File: src/rtl/mips_pkg.sv
// Shared MIPS EX-stage definitions: opcode/funct encodings, multiplier FSM states.
// Latency: n/a (types and constants only).
// Backpressure: n/a.
// Contents: OP_SPECIAL2, FN_MUL, WIDTH_DEFAULT, mul_state_t, is_mul_instr().
package mips_pkg;

  localparam int WIDTH_DEFAULT = 32;

  localparam logic [5:0] OP_SPECIAL2 = 6'b011100;
  localparam logic [5:0] FN_MUL      = 6'b000010;

  typedef enum logic [1:0] {
    IDLE = 2'd0,
    RUN  = 2'd1,
    DONE = 2'd2
  } mul_state_t;

  // True when the EX-stage instruction is a valid SPECIAL2 mul.
  function automatic logic is_mul_instr(input logic       issue,
                                        input logic [5:0] opcode,
                                        input logic [5:0] funct);
    return issue && (opcode == OP_SPECIAL2) && (funct == FN_MUL);
  endfunction

endpackage

File: src/rtl/mul_shift_add_dp.sv
// Shift-add multiply datapath: multiplicand, multiplier and accumulator registers.
// Latency: one step per cycle while step=1; load takes one cycle.
// Backpressure: none; purely strobe-driven by the sequencer FSM.
// Ports: clk, reset (sync, active-high), load/step strobes, a/b operands,
//        acc_next (accumulator after the current step), mplier_next_zero.
module mul_shift_add_dp
  import mips_pkg::*;
#(
  parameter int WIDTH = WIDTH_DEFAULT
) (
  input  logic             clk,
  input  logic             reset,
  input  logic             load,
  input  logic             step,
  input  logic [WIDTH-1:0] a,
  input  logic [WIDTH-1:0] b,
  output logic [WIDTH-1:0] acc_next,
  output logic             mplier_next_zero
);

  logic [WIDTH-1:0] mcand_q,  mcand_d;
  logic [WIDTH-1:0] mplier_q, mplier_d;
  logic [WIDTH-1:0] acc_q,    acc_d;

  always_comb begin
    // Sum wraps mod 2^WIDTH; only the low half of the product is kept.
    acc_next         = mplier_q[0] ? (acc_q + mcand_q) : acc_q;
    // After this step's shift the multiplier holds no more set bits.
    mplier_next_zero = (mplier_q >> 1) == '0;

    mcand_d  = mcand_q;
    mplier_d = mplier_q;
    acc_d    = acc_q;
    if (load) begin
      mcand_d  = a;
      mplier_d = b;
      acc_d    = '0;
    end else if (step) begin
      mcand_d  = mcand_q << 1;
      mplier_d = mplier_q >> 1;
      acc_d    = acc_next;
    end
  end

  always_ff @(posedge clk) begin
    if (reset) begin
      mcand_q  <= '0;
      mplier_q <= '0;
      acc_q    <= '0;
    end else begin
      mcand_q  <= mcand_d;
      mplier_q <= mplier_d;
      acc_q    <= acc_d;
    end
  end

endmodule

File: src/rtl/mul_sequencer.sv
// Multi-cycle MIPS mul sequencer: stalls the pipeline and returns low WIDTH bits of A*B.
// Latency: WIDTH+1 cycles acceptance-to-Done (shorter with MUL_SEQ_EARLY_EXIT_EN).
// Backpressure: drives Stall (combinational) to freeze IF/ID/EX from issue through last RUN cycle.
// Ports: Clk, Reset (sync, active-high), Issue/OpCode/Function (EX instr), Flush,
//        A/B operands; outputs Stall, Busy (registered), Done (1-cycle pulse), Result.
// Build option: define MUL_SEQ_EARLY_EXIT_EN to leave RUN once the multiplier runs out of set bits.
module mul_sequencer
  import mips_pkg::*;
#(
  parameter int WIDTH = WIDTH_DEFAULT
) (
  input  logic             Clk,
  input  logic             Reset,
  input  logic             Issue,
  input  logic [5:0]       OpCode,
  input  logic [5:0]       Function,
  input  logic             Flush,
  input  logic [WIDTH-1:0] A,
  input  logic [WIDTH-1:0] B,
  output logic             Stall,
  output logic             Busy,
  output logic             Done,
  output logic [WIDTH-1:0] Result
);

  localparam int CW = (WIDTH > 1) ? $clog2(WIDTH) : 1;
  localparam logic [CW-1:0] LAST_COUNT = CW'(WIDTH - 1);

`ifdef MUL_SEQ_EARLY_EXIT_EN
  localparam bit EARLY_EXIT = 1'b1;
`else
  localparam bit EARLY_EXIT = 1'b0;
`endif

  mul_state_t       state_q,  state_d;
  logic [CW-1:0]    count_q,  count_d;
  logic [WIDTH-1:0] result_q, result_d;
  logic             busy_q,   busy_d;
  logic             done_q,   done_d;

  logic             is_mul;
  logic             accept;
  logic             step;
  logic             last_step;
  logic [WIDTH-1:0] acc_next;
  logic             mplier_next_zero;

  always_comb begin
    is_mul    = is_mul_instr(Issue, OpCode, Function);
    // Flush beats a same-cycle mul: no acceptance, no stall.
    accept    = (state_q == IDLE) && is_mul && !Flush;
    step      = (state_q == RUN) && !Flush;
    last_step = (count_q == LAST_COUNT) || (EARLY_EXIT && mplier_next_zero);

    state_d  = state_q;
    count_d  = count_q;
    result_d = result_q;

    case (state_q)
      IDLE: begin
        if (accept) begin
          state_d = RUN;
          count_d = '0;
        end
      end
      RUN: begin
        if (Flush) begin
          state_d = IDLE;
        end else begin
          count_d = count_q + CW'(1);
          if (last_step) begin
            state_d  = DONE;
            result_d = acc_next;
          end
        end
      end
      // The same mul is still presented in DONE, so Issue is ignored here.
      DONE:    state_d = IDLE;
      default: state_d = IDLE;
    endcase

    busy_d = (state_d == RUN);
    done_d = (state_d == DONE);

    Stall  = accept || (state_q == RUN);
  end

  always_ff @(posedge Clk) begin
    if (Reset) begin
      state_q  <= IDLE;
      count_q  <= '0;
      result_q <= '0;
      busy_q   <= 1'b0;
      done_q   <= 1'b0;
    end else begin
      state_q  <= state_d;
      count_q  <= count_d;
      result_q <= result_d;
      busy_q   <= busy_d;
      done_q   <= done_d;
    end
  end

  assign Busy   = busy_q;
  assign Done   = done_q;
  assign Result = result_q;

  mul_shift_add_dp #(
    .WIDTH(WIDTH)
  ) u_dp (
    .clk              (Clk),
    .reset            (Reset),
    .load             (accept),
    .step             (step),
    .a                (A),
    .b                (B),
    .acc_next         (acc_next),
    .mplier_next_zero (mplier_next_zero)
  );

endmodule
File: config.mk
export PLATFORM = sky130hd
export DESIGN_NAME = mul_sequencer
export DESIGN_NICKNAME = d
export VERILOG_FILES = /design/src/rtl/mips_pkg.sv /design/src/rtl/mul_shift_add_dp.sv /design/src/rtl/mul_sequencer.sv
export SDC_FILE = /design/constraint.sdc
export NUM_CORES = 1
export LEC_CHECK = 0
export CORE_MARGIN = 5
export CORE_UTILIZATION = 58
export DETAILED_ROUTE_END_ITERATION = 10
export PLACE_DENSITY = 0.86
export SKIP_CTS_REPAIR_TIMING = 1
export SLEW_MARGIN = 20
export SYNTH_ARGS = -nofsm -noshare
export SYNTH_HDL_FRONTEND = slang
export SYNTH_SLANG_ARGS = --single-unit
File: constraint.sdc
create_clock -name Clk -period 7.2 [get_ports Clk]
set_clock_uncertainty 0.2 [all_clocks]
set_input_delay 2.16 -clock Clk [delete_from_list [all_inputs] [get_ports Clk]]
set_output_delay 2.16 -clock Clk [all_outputs]
set_load 0.02 [all_outputs]
# After elaboration in Yosys (flattened, before gate mapping)
# Index checks and enable logic that the tools add are counted.
[totals] output_inout_bits=35 elab_cells=44 in_bits=80 ff_bits=137
[op_classes] n_eq_ne=8 n_reduce_logical=13 n_addsub=2 mux=12 bitwise_logic=1
[ops] operator="two-way mux 32 bit" n=5
[ops] operator="adder 32 bit" n=1
[ops] operator="two-way mux 5 bit" n=2
[ops] operator="one-hot mux 5 bit (2 select lines)" n=1
[ops] operator="== test 6 x 2 -> 1 bit (second input constant)" n=1
[ops] operator="== test 6 x 5 -> 1 bit (second input constant)" n=1
[ops] operator="two-way mux 2 bit" n=3
[ops] operator="AND reduction 3 bit" n=2
[ops] operator="adder 5 x 1 -> 5 bit (second input constant)" n=1
[ops] operator="== test 5 bit (second input constant)" n=1
[ops] operator="logical AND 1 bit" n=5
[ops] operator="== test 2 x 1 -> 1 bit (second input constant)" n=2
[ops] operator="inequality test 2 bit (second input constant)" n=2
[ops] operator="one-hot mux 2 bit (2 select lines)" n=1
[ops] operator="nonzero test 2 bit" n=2
[ops] operator="== test 2 bit (second input constant)" n=1
[ops] operator="logical NOT 2 bit" n=1
[ops] operator="OR reduction 2 bit" n=1
[ops] operator="logical NOT 1 bit" n=1
[ops] operator="logical OR 1 bit" n=1
[ops] operator="inverter 1 bit" n=1

# Logic depth before layout (Yosys ltp)
[depth] depth_word=8 ltp_mapped=12 ltp_nobuf=12

# Modules after synthesis
# A second synthesis with hierarchy kept.
[unflattened] hier_cells=944 area_unflattened_um2=7629.8
[by_module_without_submodules] module="mul_shift_add_dp" instances=1 area_per_inst_um2=6080.8 seq_area_each_um2=1921.8 cells_each=758
[by_module_without_submodules] module="mul_sequencer" instances=1 area_per_inst_um2=1549.0 seq_area_each_um2=820.8 cells_each=186

# Worst setup path after synthesis
# No wires, ideal clock.
[synth_path] path_kind="input-to-output" startpoint="in OpCode[1]" endpoint="out Stall" cell_stages=5 t_arrival_ps=3364 required_ps=4840 path_slack_ps=1476 path_buffers=2 path_cell_list="nor4b_1 nand4_1 clkbuf_1 clkbuf_1 o21ai_0"
[synth_via] elab_chain_cells=6
[synth_lines] item="start, declared" line="mul_sequencer.sv:15" rtl="input logic [5:0] OpCode,"
[synth_lines] item="== test 6 x 5 -> 1 bit" line="mips_pkg.sv:22" rtl="return issue && (opcode == OP_SPECIAL2) && (funct == FN_MUL);"
[synth_lines] item="logical AND 1 bit (2 in series)" line="mips_pkg.sv:22"
[synth_lines] item="logical AND 1 bit (2 in series)" line="mul_sequencer.sv:51" rtl="accept = (state_q == IDLE) && is_mul && !Flush;"
[synth_lines] item="logical OR 1 bit" line="mul_sequencer.sv:85" rtl="Stall = accept || (state_q == RUN);"
[synth_lines] item="end, declared" line="mul_sequencer.sv:20" rtl="output logic Stall,"
# Every way passes these cells.

# Final worst setup path
[layout_path] startpoint="in Flush" endpoint="out Stall"
[layout_via] elab_chain_cells=3
[layout_lines] item="start, declared" line="mul_sequencer.sv:17" rtl="input logic Flush,"
[layout_lines] item="logical NOT 1 bit" line="mul_sequencer.sv:51"
[layout_lines] item="logical AND 1 bit" line="mul_sequencer.sv:51"
[layout_lines] item="logical OR 1 bit" line="mul_sequencer.sv:85"
# Every way passes these cells.

==> summary.txt <==
Status: complete, no violations
Ys Warns: 0
Most area-consuming cells after synthesis: dfxtp_1 (40%), nand2_1 (8.4%), a21oi_1 (7.2%)
Critical Path, Cell by Cell: clkdlybuf4s50_1 > nor4b_1 > nand4_1 > o21ai_0 > clkdlybuf4s50_1
Die height: 119 um
CP max-delay cell: clkdlybuf4s50_1
Starting Density: 58.4%
Vias in the first global route: 6273
Max-Cap Viols: 0
Hold Crit Class: flip-flop to flip-flop
Max Transition Viols Final: 0
Worst-path clk slew: 0.05 ns
Number of port buffers: 114
DP Wirelength: 11300 um
WHS: 0.254 ns
Worst-path fanout max: 3
Worst-Skew Late Latency: 0.42 ns
Hold path cells: 2
# IOs: 115
Design area: 8620 um^2
Via-to-Cell Ratio: 5.97
Num rows: 40
WP data arrival: 3.92 ns
Most frequent cell after synthesis: nand2_1
Share of layout cells above drive strength 1: 5.30%
Initial antenna violation count: 0
Syn nets: 969
Max Root-Sink Buffers: 2
Largest net degree at the start of global routing: 105
Routed WL per cell: 16.0 um
Mapped Avg Cell Area: 8.10 um^2
Ys flop type: dfxtp_1
Largest area contributor in the synthesized netlist: dfxtp_1
First-pass GRT wire length: 28800 um
Static Leak: 3.19 nW
Stages on worst setup path: 5
Placement Cell Area: 8070 um^2
Crit start category: input port
WS Path Type: input port to output port
EDFF count, synth: 0
Most frequent CP cell: clkdlybuf4s50_1
Sequential area share after synthesis: 39.6%
Achievable Freq: 159 MHz
Unrepaired setup endpoints after global routing: false
Die area: 14200 um^2
#FFs+latches synth: 137
Crit. End Element: output port
Pwr Density: 189 nW/um^2
Placed cell count: 1060
First-pass DRT Iterations: 5
Post-Route Utilization: 72.7%
Final hold viol count: 0
Tmin final: 6.28 ns
Period utilization: 87.2%
Vias after detailed routing: 6508
Post-Route WL: 17400 um
Htree depth: 4
Post-synth top area share: 39.6%
Reg2Reg Depth: 12
Nets: 1046
Final std cells w/o fill: 1091
Total gr overflow: 0
DRC marker count from the first detailed-route iteration: 475
Cell family with most CP delay: buffers and inverters
WP buf/inv: 2
Clock sinks: 137
CTS root buffer: clkbuf_16
Least-Margin Pin Slew: 1.11 ns
DRC viols: 0
Post-synthesis async set-or-reset flop share: 0%
Total global-route track usage: 24.3%
Peak VDD IR: 0.155 mV
Setup TNS: 0 ns
Post-Synthesis Cells: 855
Worst slew margin: 26.1%
Horiz. Die Dim: 119 um
Count of cell types in the netlist: 52
TritonCTS clock tree: done
Core ar.: 11900 um^2
Setup-failing EPs final: 0
CTS buffer count: 17
WP data required: 4.84 ns
Crit-path max cell delay: 0.64 ns
RePlAce Congestion: 0.924
Ant. Diodes: 0
Final ANT Viol Nets: 0
Synth Cell Area: 6920 um^2
Layout area overhead: 24.5%
Commonest cells post-synth: nand2_1 (154), dfxtp_1 (137), nor2_1 (103), a21oi_1 (99), clkbuf_1 (57)
## area by class of cell
type | instances | area, um^2
Multi-Input combinational cell | 646 | 3920
Fill cell | 905 | 3240
Sequential cell | 137 | 2740
Timing Repair Buffer | 121 | 1190
Clock buffer | 23 | 478
Tap cell | 147 | 184
Clock inverter | 8 | 71.3
Inverter | 9 | 33.8
## power by group
group,internal (mW),switching [mW],total [mW]
logic,0.0390,0.0196,0.0585
registers,0.758,0.0000250,0.758
clock network,0.497,0.317,0.814
total,1.29,0.336,1.63
## metrics by stage
stage | setup WS, ns | power, mW
2_1_floorplan | 1.48 | 0.787
3_3_place_gp | 0.992 | 0.833
3_5_place_dp | 0.906 | 0.833
4_1_cts | 0.884 | 1.64
5_1_grt | 0.814 | 1.67
6_report | 0.921 | 1.63
## cell usage in the layout, fill, tap and decap left out, types with 7 or more instances in the layout
cell / Yosys / routed
a211oi_1: 38 / 38
mux2i_1: 14 / 14
inv_1: 8 / 8
nand4_1: 8 / 8
a21oi_1: 99 / 99
xor2_1: 14 / 14
nand2_1: 154 / 154
ha_1: 33 / 33
nor2_1: 103 / 102
o21bai_1: 9 / 9
clkbuf_16: 0 / 17
clkdlybuf4s50_1: 0 / 113
a311oi_1: 32 / 32
a22oi_1: 31 / 31
xnor2_1: 18 / 18
buf_4: 0 / 8
dfxtp_1: 137 / 137
a21o_1: 16 / 16
o21ai_0: 12 / 12
nand3_1: 7 / 7
## registers in the layout (all words and copies together) (netlist names)
| name | cells |
|---|---|
| u_dp.mplier_q | 32 |
| Result | 32 |
| state_q | 2 |
| u_dp.mcand_q | 32 |
| Busy | 1 |
| Done | 1 |
| count_q | 5 |
| u_dp.acc_q | 32 |
## metal layers
metal  vias up  track usage [%]  wire (um)
li1       3213                -          -
met1      3067             29.9       7600
met2       207             40.9       8300
met3        21             6.98       1290
met4         0             7.53        217
met5         -                0          0
## kinds of logic (layout without fill, tap and decap cells)
kind of cell             Yosys count  in the layout  synth area share, %
flip-flops                       137            137                 39.6
AND/OR/NAND/NOR                  305            305                 18.5
buffers and inverters             72            161                 3.94
adder cells (fa/ha/maj)           34             34                 6.25
multiplexers                      14             14                 2.02
AO/OA/AOI/OAI                    261            261                 25.6
XOR/XNOR                          32             32                 4.05
## path summary, 6_finish.rpt
| path | start | to | slack, ns |
|---|---|---|---|
| worst min-delay path | u_dp.mplier_q[7] | u_dp.mplier_q[7] | 0.25 |
| worst max register to register | u_dp.acc_q[0] | u_dp.acc_q[30] | 3.81 |
| worst max-delay path | Flush | Stall | 0.92 |
| worst min register to register | u_dp.mplier_q[7] | u_dp.mplier_q[7] | 0.25 |
## worst reg2reg max path, delay by kind of cell, from the launching register on
kind | cells | cell delay [ns]
AND/OR/NAND/NOR | 1 | 0.14
flip-flops | 1 | 0.32
XOR/XNOR | 1 | 0.15
AO/OA/AOI/OAI | 8 | 1.85
adder cells (fa/ha/maj) | 2 | 0.63
Power figures use the tool's default switching activity.
